## src/rtl/ex_stage_pkg.sv

```systemverilog
// ex_stage_pkg: pipeline bus widths, ALU/memory op bit indices and divider state encoding.
// Rev 1.0
`default_nettype none
package ex_stage_pkg;
  localparam int DS_TO_ES_W = 155;
  localparam int ES_TO_MS_W = 78;
  localparam int ES_RF_W    = 39;

  localparam int ALU_OP_W = 12;
  localparam int ALU_ADD  = 0;
  localparam int ALU_SUB  = 1;
  localparam int ALU_SLT  = 2;
  localparam int ALU_SLTU = 3;
  localparam int ALU_AND  = 4;
  localparam int ALU_NOR  = 5;
  localparam int ALU_OR   = 6;
  localparam int ALU_XOR  = 7;
  localparam int ALU_SLL  = 8;
  localparam int ALU_SRL  = 9;
  localparam int ALU_SRA  = 10;
  localparam int ALU_LUI  = 11;

  localparam int MI_ST_B  = 0;
  localparam int MI_ST_H  = 1;
  localparam int MI_ST_W  = 2;
  localparam int MI_LD_BU = 3;
  localparam int MI_LD_W  = 7;

  localparam logic [1:0] DIV_IDLE = 2'd0;
  localparam logic [1:0] DIV_BUSY = 2'd1;
  localparam logic [1:0] DIV_DONE = 2'd2;
endpackage
`default_nettype wire

```

## src/rtl/alu.sv

```systemverilog
// alu: 12-op one-hot ALU shared by the execute stage.
// Rev 1.0
`default_nettype none
module alu
  import ex_stage_pkg::*;
(
  input  logic [ALU_OP_W-1:0] alu_op,
  input  logic [31:0]         alu_src1,
  input  logic [31:0]         alu_src2,
  output logic [31:0]         alu_result
);
  logic [31:0] add_res, sub_res, slt_res, sltu_res, sll_res, srl_res, sra_res;

  assign add_res  = alu_src1 + alu_src2;
  assign sub_res  = alu_src1 - alu_src2;
  assign slt_res  = {31'd0, $signed(alu_src1) < $signed(alu_src2)};
  assign sltu_res = {31'd0, alu_src1 < alu_src2};
  assign sll_res  = alu_src1 << alu_src2[4:0];
  assign srl_res  = alu_src1 >> alu_src2[4:0];
  assign sra_res  = $unsigned($signed(alu_src1) >>> alu_src2[4:0]);

  assign alu_result = ({32{alu_op[ALU_ADD]}}  & add_res)
                    | ({32{alu_op[ALU_SUB]}}  & sub_res)
                    | ({32{alu_op[ALU_SLT]}}  & slt_res)
                    | ({32{alu_op[ALU_SLTU]}} & sltu_res)
                    | ({32{alu_op[ALU_AND]}}  & (alu_src1 & alu_src2))
                    | ({32{alu_op[ALU_NOR]}}  & ~(alu_src1 | alu_src2))
                    | ({32{alu_op[ALU_OR]}}   & (alu_src1 | alu_src2))
                    | ({32{alu_op[ALU_XOR]}}  & (alu_src1 ^ alu_src2))
                    | ({32{alu_op[ALU_SLL]}}  & sll_res)
                    | ({32{alu_op[ALU_SRL]}}  & srl_res)
                    | ({32{alu_op[ALU_SRA]}}  & sra_res)
                    | ({32{alu_op[ALU_LUI]}}  & alu_src2);
endmodule
`default_nettype wire

```

## src/rtl/div_iter.sv

```systemverilog
// div_iter: restoring radix-2 divider, one quotient bit per cycle, 32 iterations.
// Rev 1.0
`default_nettype none
module div_iter
  import ex_stage_pkg::*;
(
  input  logic        clk,
  input  logic        resetn,
  input  logic        start,
  input  logic        ack,
  input  logic        is_signed,
  input  logic [31:0] dividend,
  input  logic [31:0] divisor,
  output logic        done,
  output logic [31:0] quotient,
  output logic [31:0] remainder
);
  logic [1:0]  state;
  logic [4:0]  count;
  logic [31:0] quo, rem, dsr;
  logic        neg_q, neg_r, dsr_zero;
  logic [31:0] abs_a, abs_b, diff;
  logic [32:0] shifted;
  logic        fits;

  assign abs_a   = (is_signed & dividend[31]) ? (32'd0 - dividend) : dividend;
  assign abs_b   = (is_signed & divisor[31])  ? (32'd0 - divisor)  : divisor;
  assign shifted = {rem, quo[31]};
  assign fits    = shifted >= {1'b0, dsr};
  // The trial difference is below the divisor whenever it is kept, so 32 bits suffice.
  assign diff    = shifted[31:0] - dsr;

  always_ff @(posedge clk or negedge resetn) begin
    if (!resetn) begin
      state    <= DIV_IDLE;
      count    <= 5'd0;
      quo      <= 32'd0;
      rem      <= 32'd0;
      dsr      <= 32'd0;
      neg_q    <= 1'b0;
      neg_r    <= 1'b0;
      dsr_zero <= 1'b0;
    end else begin
      case (state)
        DIV_IDLE: if (start) begin
          state    <= DIV_BUSY;
          count    <= 5'd0;
          quo      <= abs_a;
          rem      <= 32'd0;
          dsr      <= abs_b;
          neg_q    <= is_signed & (dividend[31] ^ divisor[31]);
          neg_r    <= is_signed & dividend[31];
          dsr_zero <= (divisor == 32'd0);
        end
        DIV_BUSY: begin
          rem   <= fits ? diff : shifted[31:0];
          quo   <= {quo[30:0], fits};
          count <= count + 5'd1;
          if (count == 5'd31) state <= DIV_DONE;
        end
        DIV_DONE: if (ack) state <= DIV_IDLE;
        default:  state <= DIV_IDLE;
      endcase
    end
  end

  assign done      = (state == DIV_DONE);
  assign quotient  = dsr_zero ? 32'hFFFF_FFFF : (neg_q ? (32'd0 - quo) : quo);
  assign remainder = neg_r ? (32'd0 - rem) : rem;
endmodule
`default_nettype wire

```

## src/rtl/ex_stage.sv

```systemverilog
// ex_stage: execute stage - ALU, multiply, iterative divide, data-SRAM request and forwarding bundle.
// Rev 1.0
`default_nettype none
module ex_stage
  import ex_stage_pkg::*;
(
  input  logic                  clk,
  input  logic                  resetn,
  input  logic                  ds_to_es_valid,
  output logic                  es_allowin,
  input  logic [DS_TO_ES_W-1:0] ds_to_es_bus,
  input  logic [7:0]            mem_inst_bus,
  input  logic                  ms_allowin,
  output logic                  es_to_ms_valid,
  output logic [ES_TO_MS_W-1:0] es_to_ms_bus,
  output logic [ES_RF_W-1:0]    es_rf_collect,
  output logic                  data_sram_en,
  output logic [3:0]            data_sram_we,
  output logic [31:0]           data_sram_addr,
  output logic [31:0]           data_sram_wdata
);
  logic                  es_valid;
  logic [DS_TO_ES_W-1:0] es_bus;
  logic [7:0]            es_mem_inst;

  always_ff @(posedge clk or negedge resetn) begin
    if (!resetn) begin
      es_valid    <= 1'b0;
      es_bus      <= '0;
      es_mem_inst <= 8'd0;
    end else begin
      if (es_allowin) es_valid <= ds_to_es_valid;
      if (ds_to_es_valid && es_allowin) begin
        es_bus      <= ds_to_es_bus;
        es_mem_inst <= mem_inst_bus;
      end
    end
  end

  logic                mul_w, mulh_w, mulh_wu, div_w, mod_w, div_wu, mod_wu;
  logic [ALU_OP_W-1:0] alu_op;
  logic                res_from_mem, mem_en, rf_we;
  logic [31:0]         src1, src2, rkd_value, pc;
  logic [4:0]          rf_waddr;

  assign {mul_w, mulh_w, mulh_wu, div_w, mod_w, div_wu, mod_wu} = es_bus[154:148];
  assign alu_op       = es_bus[147:136];
  assign res_from_mem = es_bus[135];
  assign src1         = es_bus[134:103];
  assign src2         = es_bus[102:71];
  assign mem_en       = es_bus[70];
  assign rf_we        = es_bus[69];
  assign rf_waddr     = es_bus[68:64];
  assign rkd_value    = es_bus[63:32];
  assign pc           = es_bus[31:0];

  logic [31:0] alu_result;
  alu u_alu (
    .alu_op     (alu_op),
    .alu_src1   (src1),
    .alu_src2   (src2),
    .alu_result (alu_result)
  );

  // Sign-extending to 64 bits keeps the low 64 product bits exact for both signednesses.
  logic [63:0] mul_a, mul_b, mul_prod;
  assign mul_a    = {{32{mulh_w & src1[31]}}, src1};
  assign mul_b    = {{32{mulh_w & src2[31]}}, src2};
  assign mul_prod = mul_a * mul_b;

  logic        div_op, div_done, es_ready_go;
  logic [31:0] quotient, remainder;
  assign div_op = div_w | mod_w | div_wu | mod_wu;

  div_iter u_div (
    .clk       (clk),
    .resetn    (resetn),
    .start     (es_valid & div_op),
    .ack       (es_to_ms_valid & ms_allowin),
    .is_signed (div_w | mod_w),
    .dividend  (src1),
    .divisor   (src2),
    .done      (div_done),
    .quotient  (quotient),
    .remainder (remainder)
  );

  assign es_ready_go    = ~div_op | div_done;
  assign es_allowin     = ~es_valid | (es_ready_go & ms_allowin);
  assign es_to_ms_valid = es_valid & es_ready_go;

  logic [31:0] es_result;
  always_comb begin
    es_result = alu_result;
    if (mul_w)                  es_result = mul_prod[31:0];
    else if (mulh_w | mulh_wu)  es_result = mul_prod[63:32];
    else if (div_w | div_wu)    es_result = quotient;
    else if (mod_w | mod_wu)    es_result = remainder;
  end

  logic st_w, st_h, st_b;
  assign st_w = es_mem_inst[MI_ST_W];
  assign st_h = es_mem_inst[MI_ST_H];
  assign st_b = es_mem_inst[MI_ST_B];

  assign data_sram_addr  = alu_result;
  assign data_sram_en    = es_valid & (res_from_mem | mem_en) & ms_allowin;
  assign data_sram_we    = ~(mem_en & es_valid & ms_allowin) ? 4'b0000 :
                           st_w ? 4'b1111 :
                           st_h ? (4'b0011 << data_sram_addr[1:0]) :
                           st_b ? (4'b0001 << data_sram_addr[1:0]) : 4'b0000;
  assign data_sram_wdata = st_b ? {4{rkd_value[7:0]}} :
                           st_h ? {2{rkd_value[15:0]}} : rkd_value;

  assign es_to_ms_bus  = {res_from_mem, rf_we, rf_waddr, es_result, pc,
                          es_mem_inst[MI_LD_W:MI_LD_BU], data_sram_addr[1:0]};
  assign es_rf_collect = {es_valid & (res_from_mem | div_op), es_valid & rf_we, rf_waddr, es_result};
endmodule
`default_nettype wire
```

## config.mk

```make
export PLATFORM = sky130hd
export DESIGN_NAME = ex_stage
export DESIGN_NICKNAME = d
export VERILOG_FILES = /design/src/rtl/ex_stage_pkg.sv /design/src/rtl/alu.sv /design/src/rtl/div_iter.sv /design/src/rtl/ex_stage.sv
export SDC_FILE = /design/constraint.sdc
export NUM_CORES = 2
export LEC_CHECK = 0
export CAP_MARGIN = 20
export CORE_MARGIN = 2
export CORE_UTILIZATION = 63
export CTS_CLUSTER_SIZE = 25
export DETAILED_ROUTE_END_ITERATION = 8
export PLACE_DENSITY = 0.84
export SLEW_MARGIN = 30
export SYNTH_ARGS = -nofsm -noshare
export SYNTH_HDL_FRONTEND = slang
export SYNTH_SLANG_ARGS = --single-unit
```

## constraint.sdc

```tcl
create_clock -name clk -period 15.1 [get_ports clk]
set_input_delay 2.265 -clock clk [delete_from_list [all_inputs] [get_ports clk]]
set_output_delay 2.265 -clock clk [all_outputs]
set_load 0.05 [all_outputs]
```

# --- Word level (Yosys, flattened, before mapping) ---
# Cells that the tools add are included.
word_totals:
  register_bits: 270
  inputBits: 167
classes:
  add_sub_neg: 8
  mul: 1
  order_cmp: 3
  eq_ne: 6
  shift: 5
  mux: 26
  bitwise: 55
  n_reduce_logical: 7
op_table:
  columns: ["op", "n"]
  rows:
  - ["2-to-1 mux 32 bit", 14]
  - ["OR 32 bit", 12]
  - ["AND 32 bit", 11]
  - ["case mux 32 bit (2 select lines)", 2]
  - ["subtractor 1 x 32 -> 32 bit (first input constant)", 4]
  - ["AND 32 x 1 -> 32 bit", 2]
  - ["< comparator 32 bit", 2]
  - ["multiplier 33 x 33 -> 64 bit", 1]
  - ["subtractor 32 bit", 2]
  - [">= comparator 33 x 32 -> 1 bit", 1]
  - ["adder 32 bit", 1]
  - ["logical NOT 32 bit", 1]
  - ["inverter 32 bit", 1]
  - ["<< shifter 32 x 5 -> 32 bit", 1]
  - ["right shift 32 x 5 -> 32 bit", 1]
  - [">>> shifter 32 x 5 -> 32 bit", 1]
  - ["bitwise XOR 32 bit", 1]
  - ["2-to-1 mux 4 bit", 4]
  - ["AND 1 bit", 15]
  - ["OR 1 bit", 10]
  - ["case mux 5 bit (2 select lines)", 1]
  - ["2-to-1 mux 2 bit", 3]
  - ["!= test 2 x 1 -> 1 bit (second input constant)", 3]
  - ["case mux 2 bit (3 select lines)", 1]
  - ["14 further kinds", 16]

# --- Longest topological paths before layout ---
logic_depth:
  ltp_word: 18
  depth_mapped: 34
  mapped_depth_nobuf: 30

# --- By module ---
# A second synthesis with hierarchy kept.
hier_totals:
  hier_cells: 7404
  hier_area_um2: 64999.8
modules_own_cells:
  columns: ["mod", "n_inst", "cells_each", "area_per_inst_um2", "seq_area_each_um2"]
  rows:
  - ["ex_stage", 1, 5006, 46712.3, 4103.9]
  - ["alu", 1, 1283, 9365.2, 0.0]
  - ["div_iter", 1, 1115, 8922.3, 2652.5]

# --- Worst setup path after synthesis ---
# No wires, ideal clock.
synth_path:
  path_type: "reg-to-output"
  from: "register es_bus[72]"
  to: "output es_to_ms_bus[70]"
  t_arrival_ns: 10.714
  required_time_ns: 12.835
  slack_ns: 2.121
  path_stages_with_launch: 34
  path_buffers: 7
  cell_sequence: "dfrtp_1 -> clkbuf_1 -> buf_1 -> clkbuf_1 -> clkbuf_1 -> buf_1 -> nand3_1 -> inv_1 -> fa_1 -> fa_1 -> fa_1 -> inv_1 -> fa_1 -> inv_1 -> fa_1 -> fa_1 -> fa_1 -> inv_1 -> fa_1 -> inv_1 -> ha_1 -> clkbuf_1 -> a21o_1 -> a211o_1 -> a41oi_1 -> o31ai_1 -> a2111o_1 -> o21ai_0 -> a31o_2 -> o21ba_2 -> a21oi_1 -> xnor2_1 -> a221oi_1 -> buf_4"
synth_via:
  elab_chain_cells: 17
  elab_cells_between_ends: 26
synth_lines:
  columns: ["item", "line_no", "text"]
  rows:
  - ["start: declaration", "ex_stage.sv:23", "logic [DS_TO_ES_W-1:0] es_bus;"]
  - ["start signal: assignment", "ex_stage.sv:34", "es_bus <= ds_to_es_bus;"]
  - ["adder 32 bit / subtractor 32 bit (equally long branches)", "alu.sv:14, alu.sv:15", null]
  - ["AND 32 bit (on tied branches)", "alu.sv:22, alu.sv:23", null]
  - ["OR 32 bit", "alu.sv:23", "| ({32{alu_op[ALU_SUB]}} & sub_res)"]
  - ["OR 32 bit", "alu.sv:24", "| ({32{alu_op[ALU_SLT]}} & slt_res)"]
  - ["OR 32 bit", "alu.sv:25", "| ({32{alu_op[ALU_SLTU]}} & sltu_res)"]
  - ["OR 32 bit", "alu.sv:26", "| ({32{alu_op[ALU_AND]}} & (alu_src1 & alu_src2))"]
  - ["OR 32 bit", "alu.sv:27", "| ({32{alu_op[ALU_NOR]}} & ~(alu_src1 | alu_src2))"]
  - ["OR 32 bit", "alu.sv:28", "| ({32{alu_op[ALU_OR]}} & (alu_src1 | alu_src2))"]
  - ["OR 32 bit", "alu.sv:29", "| ({32{alu_op[ALU_XOR]}} & (alu_src1 ^ alu_src2))"]
  - ["OR 32 bit", "alu.sv:30", "| ({32{alu_op[ALU_SLL]}} & sll_res)"]
  - ["OR 32 bit", "alu.sv:31", "| ({32{alu_op[ALU_SRL]}} & srl_res)"]
  - ["OR 32 bit", "alu.sv:32", "| ({32{alu_op[ALU_SRA]}} & sra_res)"]
  - ["OR 32 bit", "alu.sv:33", "| ({32{alu_op[ALU_LUI]}} & alu_src2);"]
  - ["2-to-1 mux 32 bit", "ex_stage.sv:98", "else if (mod_w | mod_wu) es_result = remainder;"]
  - ["2-to-1 mux 32 bit", "ex_stage.sv:97", "else if (div_w | div_wu) es_result = quotient;"]
  - ["2-to-1 mux 32 bit", "ex_stage.sv:96", "else if (mulh_w | mulh_wu) es_result = mul_prod[63:32];"]
  - ["2-to-1 mux 32 bit *", "ex_stage.sv:95", "if (mul_w) es_result = mul_prod[31:0];"]
  - ["end: declaration", "ex_stage.sv:15", "output logic [ES_TO_MS_W-1:0] es_to_ms_bus,"]
# Every way passes the cells marked *; elsewhere a longest branch is shown, timed or not.

# --- Worst setup path after layout ---
layout_path:
  from: "register es_bus[109]"
  to: "output es_to_ms_bus[67]"
# The elaborated chain is that of the path after synthesis.

==> qor.csv <==
metric,value,unit
f_max,0.07284,GHz
clk buf depth,3,
Placed Cells incl. Taps,8407,
Routed wire per std cell,30.64,um
Synth Cell Area,61880,sq um
number of max-cap violations,0,
outcome,completed,
setup TNS,0,ps
CTS buffer count,36,
YS warnings,0,
Vias/cell,6.686,
"CTS clk-pin slew, worst paths",70,ps
Setup-failing EPs final,0,
Die W,317.4,um
hold buffers post-CTS,0,
die area,100700,sq um
DRC,0,
complex-gate fraction of the synthesized area,0.1192,
Post-synth top flop,dfrtp_1,
Critical Path Max Stage Delay,970,ps
initial core utilization,0.6380,
Crit path arrival time,11460,ps
CP Launch Type,register,
largest family of logic cells by synthesized area,adder cells,
Post-synth ARST share,1.000,
post-synthesis adder-cell area fraction,0.4359,
Die H,317.4,um
layout net count,8815,
critical path endpoint category,primary output,
Period minus WS final,13730,ps
largest net degree at the start of global routing,98,
vias in the first global route,59514,
post-synthesis sequential area ratio,0.1092,
class of the most critical setup path,reg2out,
mean post-synth cell area,8.668,sq um
Synth Register Bits,270,
Layout Cells excl Fill,8480,
slowest CP cell,clkinv_1,
share of the synthesized area in the top cell type,0.3649,
total track usage,0.5205,
layout cells sized above 1,0.06544,
cell with the most instances after synthesis,inv_1,
Tightest Hold Check Type,reg2reg,
Final Hold Fails,0,
GRT overflow,0,
DRT antenna net count,0,
clk_skew,50.88,ps
Fill cells,7356,
CTS tree,yes,
multiplexer share of the synthesized area,0.05387,
number of flops mapped to enable cells by yosys,0,
worst path bufs/invs,7,
CP Data Required Time,12840,ps
DR iter-0 viols,8112,
crit-path most repeated cell,fa_1,
DP HPWL,199600,um
hold wc startpoint,u_div.dsr[28],
Routability Congestion,1.087,
"Distinct cells, synth",84,
area grow syn2layout,8.915,%
Worst Path Max Fanout,28,
"Period Utilization, post-route",0.9092,
XOR/XNOR share of the synthesized area,0.03666,
top post-synthesis cells by count,"inv_1, fa_1, nand2_1",
Skew-Pair Late Insertion Delay,650,ps
initial antenna violation count,23,
beginning of the critical path,es_bus[109],
H-tree depth,2,
Cell Rows,114,
core area,96990,sq um
WL final,259800,um
r2r setup slk,10010,ps
Synth area leader,fa_1,
Pins Over Slew Limit,0,
Resize count post-CTS,0,
first-pass GRT wire length,384300,um
Post-Synth Simple-Gate Area,0.1281,
Slew @ Worst Pin,1176,ps
I/O pin count,355,
Clock Tree Root,clkbuf_16,
"top cells by area, synth","fa_1, dfrtp_1, inv_1",
Sinks on Clock Net,270,
vias,56701,
reg-to-reg startpoint,es_bus[151],
crit-path leading delay family,adder cells,
setup repair bufs after CTS,0,
first-pass iteration count of the detailed router,8,
Syn Nets,8785,
Mapped Cells,7139,
relative max-transition margin,0.2079,
port bufs,354,
RSZ-0062 raised after global routing,false,
-- per-stage QoR --
step	util	instance area (sq um)	hold slack [ps]	worst slack, ps
3_5_place_dp	0.6819	66130	470.7	2261
6_report	0.6949	67400	484.8	1371
2_1_floorplan	-	61880	449.8	2121
3_3_place_gp	0.6812	66080	462.7	2372
4_1_cts	0.6944	67350	484.8	1602
5_1_grt	0.6947	67380	508.1	1160
-- placed cells by master (no fill, tap or decap), types with 19 or more instances in the layout --
cell type / n
inv_1: 1257
fa_1: 1128
nand2_1: 1053
nor2_1: 505
o21ai_0: 365
clkdlybuf4s50_1: 353
ha_1: 351
dfrtp_1: 258
a21oi_1: 223
xnor2_1: 187
buf_4: 177
mux2_2: 104
mux2i_1: 90
nand3_1: 78
a22oi_1: 75
xor2_1: 69
a21o_1: 61
mux4_2: 56
nor3_1: 55
a31oi_1: 45
o31ai_1: 41
and3_1: 37
clkbuf_16: 36
nand4_1: 34
o211ai_1: 34
nand2b_1: 30
a222oi_1: 29
a211oi_1: 27
clkinv_1: 26
nor2b_1: 25
o21bai_1: 22
a221oi_1: 21
o22ai_1: 21
a221o_1: 19
-- cell type report --
cell class	count	area, sq um	share of cell area
antenna	7	17.52	0.0002599
clock buffer	41	929.6	0.01379
clock inverter	25	287.8	0.004270
inverter	1287	4831	0.07168
multi-input combinational	5037	47970	0.7118
sequential	270	6777	0.1005
tap	1276	1597	0.02369
timing repair buffer	537	4987	0.07400
-- layer usage --
layer  vias to the layer above  share of wire  track usage
met3                      1371           0.15       0.1909
li1                      22579              -            -
met2                      4873           0.41       0.7557
met5                         -         0.0016      0.02033
met4                        22           0.10       0.4150
met1                     27856           0.33       0.6252
-- cells by family (layout without fill, tap and decap cells) --
kind of cell,after synthesis,in the layout
AO/OA/AOI/OAI,1141,1141
XOR/XNOR,259,259
adder cells (fa/ha/maj),1479,1479
buffers and inverters,1832,1890
flip-flops,270,270
multiplexers,250,250
other,0,7
AND/OR/NAND/NOR,1908,1908
-- worst reg2reg max path: cells and delay by family (launching register included) --
kind | cells | cell delay, ps
AOI/OAI and AO/OA | 2 | 470
buffers and inverters | 2 | 1550
DFF | 1 | 530
and+or+nand+nor | 5 | 2460
-- final timing paths --
kind,end,cells after the start
max,es_to_ms_bus[67],27
min,u_div.dsr[28],2
max reg2reg,es_bus[102],9
min reg2reg,u_div.dsr[28],2
max in group asynchronous,es_bus[71],3
min in group asynchronous,es_mem_inst[7],1
-- flip-flops by register name (all words and copies together) (netlist names), 2 cells and up --
register / flops
u_div.quo: 32
u_div.dsr: 32
es_bus: 155
es_mem_inst: 8
u_div.rem: 32
u_div.state: 2
u_div.count: 5
Power is left out: the tool's default activity adds up to more than one toggle a clock period on the data nets, which glitch-free logic cannot reach.
